===== src/rtl/enemy_motion.sv =====
// Per-enemy chase/attack/death controller for boxhead, clocked once per video frame.
// Steps toward the player on one axis every MOVE_DIV frames and emits registered position, motion and facing.
module enemy_motion #(
  parameter logic [8:0] SPAWN_X  = 9'd16,
  parameter logic [8:0] SPAWN_Y  = 9'd16,
  parameter logic [8:0] X_MIN    = 9'd0,
  parameter logic [8:0] X_MAX    = 9'd304,
  parameter logic [8:0] Y_MIN    = 9'd0,
  parameter logic [8:0] Y_MAX    = 9'd224,
  parameter logic [8:0] STEP     = 9'd1,
  parameter int         MOVE_DIV = 2,
  parameter logic [7:0] COOLDOWN = 8'd60,
  parameter logic [3:0] MAX_HP   = 4'd3
) (
  input  logic       frame_clk,
  input  logic       Reset_n,
  input  logic [8:0] Player_X,
  input  logic [8:0] Player_Y,
  input  logic       Spawn,
  input  logic       Hit,
  output logic [8:0] Obj_X_Pos,
  output logic [8:0] Obj_Y_Pos,
  output logic [8:0] Obj_X_Motion,
  output logic [8:0] Obj_Y_Motion,
  output logic [1:0] Obj_Dir,
  output logic       Alive,
  output logic       Attack,
  output logic [3:0] HP,
  output logic [1:0] dbg_state_o
);

  typedef enum logic [1:0] {S_DEAD = 2'd0, S_CHASE = 2'd1, S_ATTACK = 2'd2} state_t;

  state_t      state_q;
  logic [8:0]  x_q, y_q, xm_q, ym_q;
  logic [1:0]  dir_q;
  logic        alive_q, attack_q;
  logic [3:0]  hp_q;
  logic [7:0]  div_q, cool_q;

  // Step candidate, evaluated from the registered position every frame
  logic signed [9:0]  dx, dy, d_sel;
  logic        [9:0]  adx, ady, a_sel, mag;
  logic               use_x, contact, step_now;
  logic signed [10:0] cur, nxt, lo, hi;
  logic        [8:0]  delta_d, coord_d;
  logic        [1:0]  dir_d;

  always_comb begin
    dx      = $signed({1'b0, Player_X}) - $signed({1'b0, x_q});
    dy      = $signed({1'b0, Player_Y}) - $signed({1'b0, y_q});
    adx     = dx[9] ? 10'(-dx) : 10'(dx);
    ady     = dy[9] ? 10'(-dy) : 10'(dy);
    use_x   = (adx >= ady);
    d_sel   = use_x ? dx : dy;
    a_sel   = use_x ? adx : ady;
    mag     = (a_sel > {1'b0, STEP}) ? {1'b0, STEP} : a_sel;
    cur     = use_x ? $signed({2'b0, x_q}) : $signed({2'b0, y_q});
    lo      = use_x ? $signed({2'b0, X_MIN}) : $signed({2'b0, Y_MIN});
    hi      = use_x ? $signed({2'b0, X_MAX}) : $signed({2'b0, Y_MAX});
    nxt     = d_sel[9] ? (cur - $signed({1'b0, mag})) : (cur + $signed({1'b0, mag}));
    if (nxt < lo) nxt = lo;
    if (nxt > hi) nxt = hi;
    delta_d = 9'(nxt - cur);
    coord_d = nxt[8:0];
    dir_d   = dir_q;
    if (delta_d != 9'd0) begin
      if (use_x) dir_d = delta_d[8] ? 2'd3 : 2'd1;
      else       dir_d = delta_d[8] ? 2'd0 : 2'd2;
    end
    contact  = (x_q == Player_X) && (y_q == Player_Y);
    step_now = (div_q == 8'(MOVE_DIV - 1));
  end

  always_ff @(posedge frame_clk) begin
    if (!Reset_n) begin
      state_q  <= S_DEAD;
      x_q      <= SPAWN_X;
      y_q      <= SPAWN_Y;
      xm_q     <= 9'd0;
      ym_q     <= 9'd0;
      dir_q    <= 2'd2;
      alive_q  <= 1'b0;
      attack_q <= 1'b0;
      hp_q     <= 4'd0;
      div_q    <= 8'd0;
      cool_q   <= 8'd0;
    end else begin
      attack_q <= 1'b0;
      case (state_q)
        S_DEAD: begin
          if (Spawn) begin
            state_q <= S_CHASE;
            x_q     <= SPAWN_X;
            y_q     <= SPAWN_Y;
            xm_q    <= 9'd0;
            ym_q    <= 9'd0;
            hp_q    <= MAX_HP;
            alive_q <= 1'b1;
            div_q   <= 8'd0;
          end
        end
        default: begin
          if (Hit) begin
            xm_q <= 9'd0;
            ym_q <= 9'd0;
            if (hp_q == 4'd1) begin
              state_q <= S_DEAD;
              alive_q <= 1'b0;
              hp_q    <= 4'd0;
              x_q     <= SPAWN_X;
              y_q     <= SPAWN_Y;
            end else begin
              hp_q <= hp_q - 4'd1;
            end
          end else if (state_q == S_CHASE) begin
            if (contact) begin
              state_q  <= S_ATTACK;
              attack_q <= 1'b1;
              cool_q   <= COOLDOWN;
              xm_q     <= 9'd0;
              ym_q     <= 9'd0;
            end else if (step_now) begin
              div_q <= 8'd0;
              dir_q <= dir_d;
              if (use_x) begin
                x_q  <= coord_d;
                xm_q <= delta_d;
                ym_q <= 9'd0;
              end else begin
                y_q  <= coord_d;
                ym_q <= delta_d;
                xm_q <= 9'd0;
              end
            end else begin
              div_q <= div_q + 8'd1;
              xm_q  <= 9'd0;
              ym_q  <= 9'd0;
            end
          end else begin
            // Player movement during cooldown is only looked at once it expires
            xm_q <= 9'd0;
            ym_q <= 9'd0;
            if (cool_q == 8'd0) begin
              if (contact) begin
                attack_q <= 1'b1;
                cool_q   <= COOLDOWN;
              end else begin
                state_q <= S_CHASE;
                div_q   <= 8'd0;
              end
            end else begin
              cool_q <= cool_q - 8'd1;
            end
          end
        end
      endcase
    end
  end

  assign Obj_X_Pos    = x_q;
  assign Obj_Y_Pos    = y_q;
  assign Obj_X_Motion = xm_q;
  assign Obj_Y_Motion = ym_q;
  assign Obj_Dir      = dir_q;
  assign Alive        = alive_q;
  assign Attack       = attack_q;
  assign HP           = hp_q;
  assign dbg_state_o  = state_q;

endmodule


===== config.mk =====
export PLATFORM = sky130hd
export DESIGN_NAME = enemy_motion
export DESIGN_NICKNAME = d
export VERILOG_FILES = /design/src/rtl/enemy_motion.sv
export SDC_FILE = /design/constraint.sdc
export NUM_CORES = 1
export LEC_CHECK = 0
export ABC_AREA = 1
export CAP_MARGIN = 40
export CORE_UTILIZATION = 49
export DETAILED_ROUTE_END_ITERATION = 10
export HOLD_SLACK_MARGIN = 0.12
export PLACE_DENSITY = 0.81
export REMOVE_ABC_BUFFERS = 1
export SYNTH_ARGS = -nofsm -noshare
export SYNTH_HDL_FRONTEND = slang
export SYNTH_SLANG_ARGS = --single-unit

===== constraint.sdc =====
create_clock -name frame_clk -period 12.5 [get_ports frame_clk]
set_clock_uncertainty 0.1 [all_clocks]
set_input_delay 3.125 -clock frame_clk [delete_from_list [all_inputs] [get_ports frame_clk]]
set_output_delay 3.125 -clock frame_clk [all_outputs]
set_load 0.1 [all_outputs]

======== Yosys cells after proc, flatten, opt, wreduce, memory -nomap -nowiden ========
Cells that the tools add are included.
Widths: inputs -> output; s select.
word-level totals
  flip-flop bits (word level) ............. 62
  bits of input ports ..................... 22
  output and inout port bits .............. 46
operators by class
  add/subtract/negate cells ............... 10
  magnitude comparators ................... 4
  eq/ne operators ......................... 14
  mux-type cells .......................... 70
  bitwise operators ....................... 4
  reductions and logical operators ........ 20
operators by type and width
  cell                 count
  $mux 9               30
  $mux 8               11
  $mux 10              5
  $mux 11              2
  $mux 2               11
  $neg 10->10          2
  $sub 9x9->10         2
  $eq 9x9->1           2
  $reduce_and 6->1     3
  $mux 4               4
  $ne 3x2->1 const B   4
  $reduce_bool 3->1    4
  $add 9x10->11        1
  $gt 11x10->1         1
  $lt 11x1->1 const B  1
  $sub 9x10->11        1
  $ge 10x10->1         1
  $gt 10x1->1 const B  1
  $reduce_and 5->1     2
  $reduce_bool 9->1    1
  $sub 9x9->9          1
  $add 8x1->8 const B  1
  $eq 8x1->1 const B   1
  $logic_not 8->1      1
  other kinds (18)     29

======== Depth between registers and ports, before layout ========
Gate-level depths: netlist of run 1.
  word-level depth ........................ 20
  depth in mapped cells ................... 71
  gate-level depth less buffers ........... 70

======== Least setup slack after synthesis of run 1 ========
OpenSTA, ideal clock, no wires.
  path kind ............................... input to register
  from .................................... input port Player_X[0]
  to ...................................... register dir_q[1] (netlist: Obj_Dir[1])
  setup time .............................. 0.124 ns
  data arrival time ....................... 10.464 ns
  data required time ...................... 12.276 ns
  setup slack ............................. 1.812 ns
  stages .................................. 60
  cell sequence ........................... inv_1 > ha_1 > inv_1 > fa_1 > inv_1 > ha_1 > inv_1 > nor2_1 > nand3_1 > nand2_1 > nand2_1 > nand2_1 > inv_1 > ha_1 > nand4_1 > o221ai_1 > a21oi_1 > o21ai_2 > (+24 left out) > nand3_2 > nor2_2 > nand3_2 > nand2_4 > inv_2 > nor3_1 > inv_1 > ha_1 > fa_1 > inv_1 > nand4_1 > nand2_1 > nand2_1 > nand3_1 > nand2_1 > ha_1 > nand3_1 > nand3_1
on the way
  cells in the longest elaborated chain, start to end .. 16
  elaborated cells on any way between the ends .. 26
RTL lines
  what                                                  RTL line  source
  start, declared                                       17        input logic [8:0] Player_X,
  $sub 9x9->10 *                                        50        dx = $signed({1'b0, Player_X}) - $signed({1'b0, x_q});
  $neg 10->10                                           52        adx = dx[9] ? 10'(-dx) : 10'(dx);
  $mux 10 *                                             52
  $ge 10x10->1 *                                        54        use_x = (adx >= ady);
  named net use_x                                       44        logic use_x, contact, step_now;
  $mux 10                                               56        a_sel = use_x ? adx : ady;
  $gt 10x1->1                                           57        mag = (a_sel > {1'b0, STEP}) ? {1'b0, STEP} : a_sel;
  $mux 10                                               57
  $add 9x10->11 or $sub 9x10->11 (tied branches)        61        nxt = d_sel[9] ? (cur - $signed({1'b0, mag})) : (cur + $signed({1'b0, mag}));
  $mux 11                                               61
  $lt 11x1->1                                           62        if (nxt < lo) nxt = lo;
  $mux 11                                               62
  $gt 11x10->1                                          63        if (nxt > hi) nxt = hi;
  $mux 9                                                63
  $sub 9x9->9                                           64        delta_d = 9'(nxt - cur);
  $reduce_bool 9->1, or another cell as far along       67        if (delta_d != 9'd0) begin
  $reduce_and 6->1 (no line) or $mux 2 (tied branches)  --
  end signal, assigned                                  125       dir_q <= dir_d;
  end, declared                                         36        logic [1:0] dir_q;
Mark *: on every way through the listed nets, which the timed path passes. The rest lies on a longest branch.
A chain may end at the register's enable or synchronous reset.

======== Final worst setup path of run 1 ========
  from .................................... input port Player_X[0]
  to ...................................... register dir_q[1] (netlist: Obj_Dir[1])
on the way
  cells in the longest elaborated chain, start to end .. 16
  elaborated cells on any way between the ends .. 26
RTL lines
  what                                                  RTL line
  $sub 9x9->10                                          50
  $neg 10->10                                           52
  $mux 10                                               52
  $ge 10x10->1                                          54
  $mux 10                                               56
  $gt 10x1->1                                           57
  $mux 10                                               57
  $add 9x10->11 or $sub 9x10->11 (tied branches)        61
  $mux 11                                               61
  $lt 11x1->1                                           62
  $mux 11                                               62
  $gt 11x10->1                                          63
  $mux 9                                                63
  $sub 9x9->9                                           64
  $reduce_bool 9->1, or another cell as far along       67
  $reduce_and 6->1 (no line) or $mux 2 (tied branches)  --
Several ways; a longest one is shown, not always the timed one.

==> results.md, run 1 <==
- Result of the run: complete, no violations
- Count of buffers inserted at the top-level ports: 67
- Final critical path time including I/O delays and setup: 11.60 ns
- Overall overflow remaining after global route: 0
- Most frequent CP cell: nand2_1
- Top_reg_cell synth: dfxtp_1
- H-Tree Depth: 3
- Number of placed I/O pins: 68
- Async set or reset register ratio after synthesis: 0
- Vias per std cell: about 5.5
- Maximum number of pins on one net before global-route repair: 29
- Clock tree sinks: 62
- Detailed Routing Iterations Pass 1: 6
- Post-synthesis sequential element count: between 60 and 70
- Worst-path maximum fanout: 12
- Top Usage Layer GRT: met2
- Reported max-cap violation count: 0
- Area delta synth->final: 31.9%
- Transition time at the pin with the least slew margin: between 0.7 and 0.8 ns
- Area of the core region: ~0.012 mm^2
- Worst setup EP type: flip-flop
- Routed wire length: around 19000 um
- Count of nets left with antenna violations after detail routing: 0
- Hold Crit Class: reg2reg
- Critical Path Start Type: input port
- Cell family with most CP delay: simple AND/OR/NAND/NOR gates
- Dpl hpwl: roughly 14000 um
- # placed instances: approximately 1200
- Final design utilization: 0.663
- Number of distinct library cell variants in the gate-level netlist after synthesis: 49
- Delay contributed by the slowest stage of the critical path: about 0.45 ns
- Layout cells sized above 1: 0.130
- Initial Util: 0.502
- Post-synth EDFFs: 0
- Setup repair after global routing missed its margin: false
- Die span in x: 113 um
- Leading cell type by number of instances after synthesis: nand2_1
- Ys Warns: 0
- Count of placed standard cells in the final layout, fillers left out: 1247
- Post-CTS Hold Fix Bufs: 0
- Combined buffer and inverter count along the critical path: 12
- Clock insertion delay at the later pin of the skew report: roughly 0.34 ns
- Clock transition time at the flip-flop clock pins of the worst setup and hold paths: approximately 0.06 ns
- Top cells by area in the synthesized netlist: dfxtp_1, nand2_1, ha_1
- Total clock buffers created by CTS: 9
- Count of mapped cells out of synthesis: 980
- Number of placement rows: 40
- GRT met1 Usage: 0.332
- Netlist area before placement: 0.00601 mm^2
- CTS tree: built
- Sequential standard cell area: roughly 0.0012 mm^2
- Number of violations reported at the end of detailed-routing iteration 0: between 500 and 600
- ANT cells: 0
- Final GP Congestion: approximately 0.95
- M2 GR Usage: 0.526
- Number of endpoints failing setup at the final stage: 0
- Height of the die: ~110 um
- Via count of the routed design: slightly below 7000
- Cell type with the highest aggregate area in the netlist: dfxtp_1
- Required time reported for the critical path endpoint: between 10 and 15 ns
- First-pass GRT wire length: between 20000 and 30000 um
- Category of the critical setup timing path: in2reg
- Most frequent cells after synthesis: nand2_1, inv_1, nand3_1
- Max Clk Rate: 86.2 MHz
- Data arrival time of the critical path: 11.69 ns
- Per-cell routed wire length: around 15 um
- Number of inserted filler cells in the final layout: slightly below 1000
- Mean post-synth cell area: 6.13 um^2
- Clock tree root buffer cell: clkbuf_16
- Die ar.: 0.0127 mm^2
- Critical-path top delay cell: clkdlybuf4s50_1
- # DRC: 0
- Maximum clock path buffer count: 2
- Final net count: 1179
- Seq/Total Area, Yosys: 0.207
- Headroom to the max-slew limit: 0.507
- Post-route clock period utilization: 0.928
- Setup_tns: 0 ns
- Number of antenna violations at the first check in global routing: 0
- Routing usage on met3: 0.0546
- Final-report max-slew violation count: 0
- Number of global-route vias before repair: approximately 6500
- All-layer global routing usage: 0.290
- Total area of multi-input combinational cells: between 0.004 and 0.005 mm^2
- Total count of hold-check failures in the final report: 0
- Final hold slack: ~0.37 ns
- Share of the synthesized area in the top cell type: 0.207
## stage by stage
stage | setup slack [ns] | area, um^2
final | 0.898 | 7930
after floorplan | 2.01 | 5930
after CTS | 0.651 | 7860
after global placement | 0.757 | 6800
after global routing | 0.0327 | 7930
after detailed placement | 0.471 | 7560
## routing by layer
layer  up-vias  part of all wire
li1       3397                 -
met1      3131              0.40
met2       285              0.50
met3        63             0.065
met4         0             0.037
met5         -                 0
## cell usage in the layout (no fill, tap or decap), types with 5 or more instances in the layout
cell             Yosys  final
a21oi_1             70     68
nand3_1             71     71
dfxtp_1             62     62
ha_1                58     58
nor4_1               6      6
nor2_2               9      9
nor2_1              61     61
clkdlybuf4s50_1      0     67
nand2_2             24     22
nand4_1             16     16
nand2_4              6      8
nor3_1              18     16
clkbuf_16            0      9
nand2_1            270    270
a21oi_2              3      5
inv_2               11     11
inv_1              166    165
nand3_2              9      9
o21ai_0             51     49
buf_8                0     43
## layout make-up
type                       instances  area share
clock buffer                      11      0.0306
sequential                        62       0.157
tap                              147      0.0232
inverter                         177      0.0843
clock inverter                     5     0.00742
timing repair buffer             118       0.184
multi-input combinational        727       0.514
## worst reg2reg max path: cells and delay by family, from the launching register on
kind / cells / cell delay, ns
fa+ha+maj: 8 / 2.38
buf+inv: 10 / 0.87
flops: 1 / 0.39
simple gates: 34 / 3.47
compound gates: 9 / 1.19
xor+xnor: 1 / 0.24
## flip-flops by register name, summed over array words and instances (netlist names)
| signal | cells |
|---|---|
| Obj_X_Motion | 9 |
| Obj_X_Pos | 9 |
| Obj_Y_Motion | 9 |
| Obj_Y_Pos | 9 |
| cool_q | 8 |
| div_q | 8 |
| HP | 4 |
| Obj_Dir | 2 |
| dbg_state_o | 2 |
| Alive | 1 |
| Attack | 1 |
## logic make-up (layout without fill, tap and decap cells)
| kind of cell | count (synthesis) | in the layout | share of synthesized area |
|---|---|---|---|
| other | 1 | 1 | 0.000624 |
| AND/OR/NAND/NOR | 502 | 503 | 0.379 |
| flip-flops | 62 | 62 | 0.207 |
| buffers and inverters | 192 | 311 | 0.123 |
| AO/OA/AOI/OAI | 153 | 153 | 0.145 |
| adder cells (fa/ha/maj) | 62 | 62 | 0.134 |
| XOR/XNOR | 8 | 8 | 0.0117 |
## what timing repair did
item                                    4_1_cts  5_1_grt
resized for setup                             0       10
endpoints found under the setup margin        0        4
buffers inserted                              0        2
## worst paths after layout
| path | start | to | slack (ns) | depth (start not counted) |
|---|---|---|---|---|
| worst max-delay path | Player_X[0] | Obj_Dir[1]$_SDFFE_PN1P_ | 0.90 | 64 |
| worst min-delay path | Obj_Y_Motion[2]$_SDFFE_PN0P_ | Obj_Y_Motion[2]$_SDFFE_PN0P_ | 0.37 | 2 |
| worst max register to register | Obj_X_Pos[3]$_SDFFE_PN0P_ | Obj_Dir[1]$_SDFFE_PN1P_ | 3.72 | 62 |
| worst min register to register | Obj_Y_Motion[2]$_SDFFE_PN0P_ | Obj_Y_Motion[2]$_SDFFE_PN0P_ | 0.37 | 2 |
Power of run 1 is not shown: default switching activity piles up to over one toggle a cycle in this logic, so the estimate is an artifact.
==> run 2, diff against run 1 <==
--- a/config.mk
+++ b/config.mk
@@ -10,7 +10,7 @@
 export CORE_UTILIZATION = 49
 export DETAILED_ROUTE_END_ITERATION = 10
 export HOLD_SLACK_MARGIN = 0.12
-export PLACE_DENSITY = 0.81
+export PLACE_DENSITY_LB_ADDON = 0.25
 export REMOVE_ABC_BUFFERS = 1
 export SYNTH_ARGS = -nofsm -noshare
 export SYNTH_HDL_FRONTEND = slang
==> run 2 against run 1 <==
Critical path depth decreased by 1. Maximum frequency increased by 0.17%. Flip-flop and latch count unchanged. Critical endpoint unchanged.
==> results.md, run 2 (same netlist as run 1, synthesis figures left out) <==
- Hold Crit Class: reg2reg
- Delay contributed by the slowest stage of the critical path: 0.46 ns (about the same)
- Clock tree sinks: 62 (unchanged)
- Initial Util: 0.502 (unchanged)
- Most frequent CP cell: nand2_1
- Number of placed I/O pins: 68 (unchanged)
- Data arrival time of the critical path: 11.68 ns (about the same)
- Worst setup EP type: flip-flop
- Transition time at the pin with the least slew margin: 0.744 ns (+0.0113 ns)
- Post-route clock period utilization: 0.927 (-0.00162)
- Height of the die: 113 um (unchanged)
- Worst-path maximum fanout: 12 (unchanged)
- Critical-path top delay cell: clkdlybuf4s50_1
- Leading cell type in the layout, fill and taps excluded: nand2_1
- Detailed Routing Iterations Pass 1: 5 (-1)
- Area of the core region: 0.0120 mm^2 (unchanged)
- Area delta synth->final: 31.7%
- Number of endpoints failing setup at the final stage: 0 (unchanged)
- Number of antenna violations at the first check in global routing: 0 (unchanged)
- Maximum clock path buffer count: 2 (unchanged)
- Critical Path Start Type: input port
- Clock tree root buffer cell: clkbuf_16
- Final GP Congestion: 0.982 (+3.4%)
- Required time reported for the critical path endpoint: 12.60 ns (about the same)
- Final net count: 1179 (unchanged)
- Non-Filler Cell Area, Final: 0.00791 mm^2 (-0.16%)
- H-Tree Depth: 3 (unchanged)
- Clock insertion delay at the later pin of the skew report: 0.33 ns (about the same)
- Number of violations reported at the end of detailed-routing iteration 0: 538 (+3.9%)
- Routed wire length: 17600 um (-5.5%)
- # DRC: 0 (unchanged)
- Count of buffers inserted at the top-level ports: 67 (unchanged)
- Per-cell routed wire length: 14.1 um (-5.4%)
- Vias per std cell: 5.28 (-4.2%)
- Max Clk Rate: 86.3 MHz (+0.17%)
- Number of placement rows: 40 (unchanged)
- Reported max-cap violation count: 0 (unchanged)
- Dpl hpwl: 14000 um (-3.4%)
- First-pass GRT wire length: 28900 um (-3.1%)
- Count of placed standard cells in the final layout, fillers left out: 1246 (-0.080%)
- Number of global-route vias before repair: 6343 (-1.8%)
- ANT cells: 0 (unchanged)
- Result of the run: complete, no violations
- Final-report max-slew violation count: 0 (unchanged)
- Commonest non-fill, non-tap cells in the layout: nand2_1, inv_1, nand3_1
- Total count of hold-check failures in the final report: 0 (unchanged)
- Die ar.: 0.0127 mm^2 (unchanged)
- Setup_tns: 0 ns (unchanged)
- # placed instances: 1228 (unchanged)
- Post-CTS Hold Fix Bufs: 0 (unchanged)
- Total clock buffers created by CTS: 9 (unchanged)
- Placed standard-cell area: 0.00754 mm^2 (-0.26%)
- Headroom to the max-slew limit: 0.500 (-0.00763)
- Category of the critical setup timing path: in2reg
- CTS tree: built
- Count of nets left with antenna violations after detail routing: 0 (unchanged)
- Maximum number of pins on one net before global-route repair: 29 (unchanged)
- Layout cells sized above 1: 0.130 (about the same)
- Via count of the routed design: 6582 (-4.3%)
- Overall overflow remaining after global route: 0 (unchanged)
- Final critical path time including I/O delays and setup: 11.58 ns (-0.0202 ns)
- Clock transition time at the flip-flop clock pins of the worst setup and hold paths: 0.05 ns (about the same)
- Die span in x: 113 um (unchanged)
- All-layer global routing usage: 0.282 (-0.00786)
[run 2: cell count changes in the layout (fill, tap and decap cells not counted)]
cell / change
buf_16: -1
clkbuf_8: +2
clkbuf_1: -1
clkinvlp_4: -1
o21ai_1: -1
clkinv_4: -1
o21ai_0: +1
buf_4: +1
[run 2: cell type report]
type,instances,area (um^2)
Multi-Input combinational cell,727,4080
Fill cell,1046,4050
Timing Repair Buffer,118,1440
Sequential cell,62,1240
Inverter,177,668
Clock buffer,12,267
Tap cell,147,184
Clock inverter,3,42.5
[run 2: path summary, 6_finish.rpt]
kind                            slack [ns]  depth (start not counted)                 startpoint                      end
worst max register to register        3.78                         60  Obj_Y_Pos[7]$_SDFFE_PN0P_  Obj_Dir[1]$_SDFFE_PN1P_
worst min-delay path                  0.36                          1     cool_q[0]$_SDFFE_PN0P_   cool_q[0]$_SDFFE_PN0P_
worst max-delay path                  0.92                         63                Player_X[0]  Obj_Dir[1]$_SDFFE_PN1P_
worst min register to register        0.36                          1     cool_q[0]$_SDFFE_PN0P_   cool_q[0]$_SDFFE_PN0P_
[run 2: worst max-delay path: cells and delay by family]
family                   cells  cell delay [ns]
AND/OR/NAND/NOR             34             3.32
adder cells (fa/ha/maj)      9             2.61
buffers and inverters       11             1.30
AO/OA/AOI/OAI                9             1.34
[run 2: per-stage QoR]
stage	setup slack, ns	hold WS, ns	util
2_1_floorplan	2.01	0.326	-
3_3_place_gp	0.756	0.336	0.569
3_5_place_dp	0.510	0.357	0.630
4_1_cts	0.760	0.362	0.656
5_1_grt	-0.00367	0.382	0.662
6_report	0.918	0.355	0.662
[run 2: metal layers]
metal	track usage	vias up	wire length (um)
met3	0.0380	56	728
li1	-	3390	-
met2	0.518	199	8730
met5	0	-	0
met1	0.323	2937	7430
met4	0.132	0	687
[run 2: what timing repair did]
item / CTS / global route
gates resized for setup: 0 / 9
buffers inserted: 0 / 2
endpoints found under the setup margin: 0 / 4
Power of run 2 is left out for the same reason.
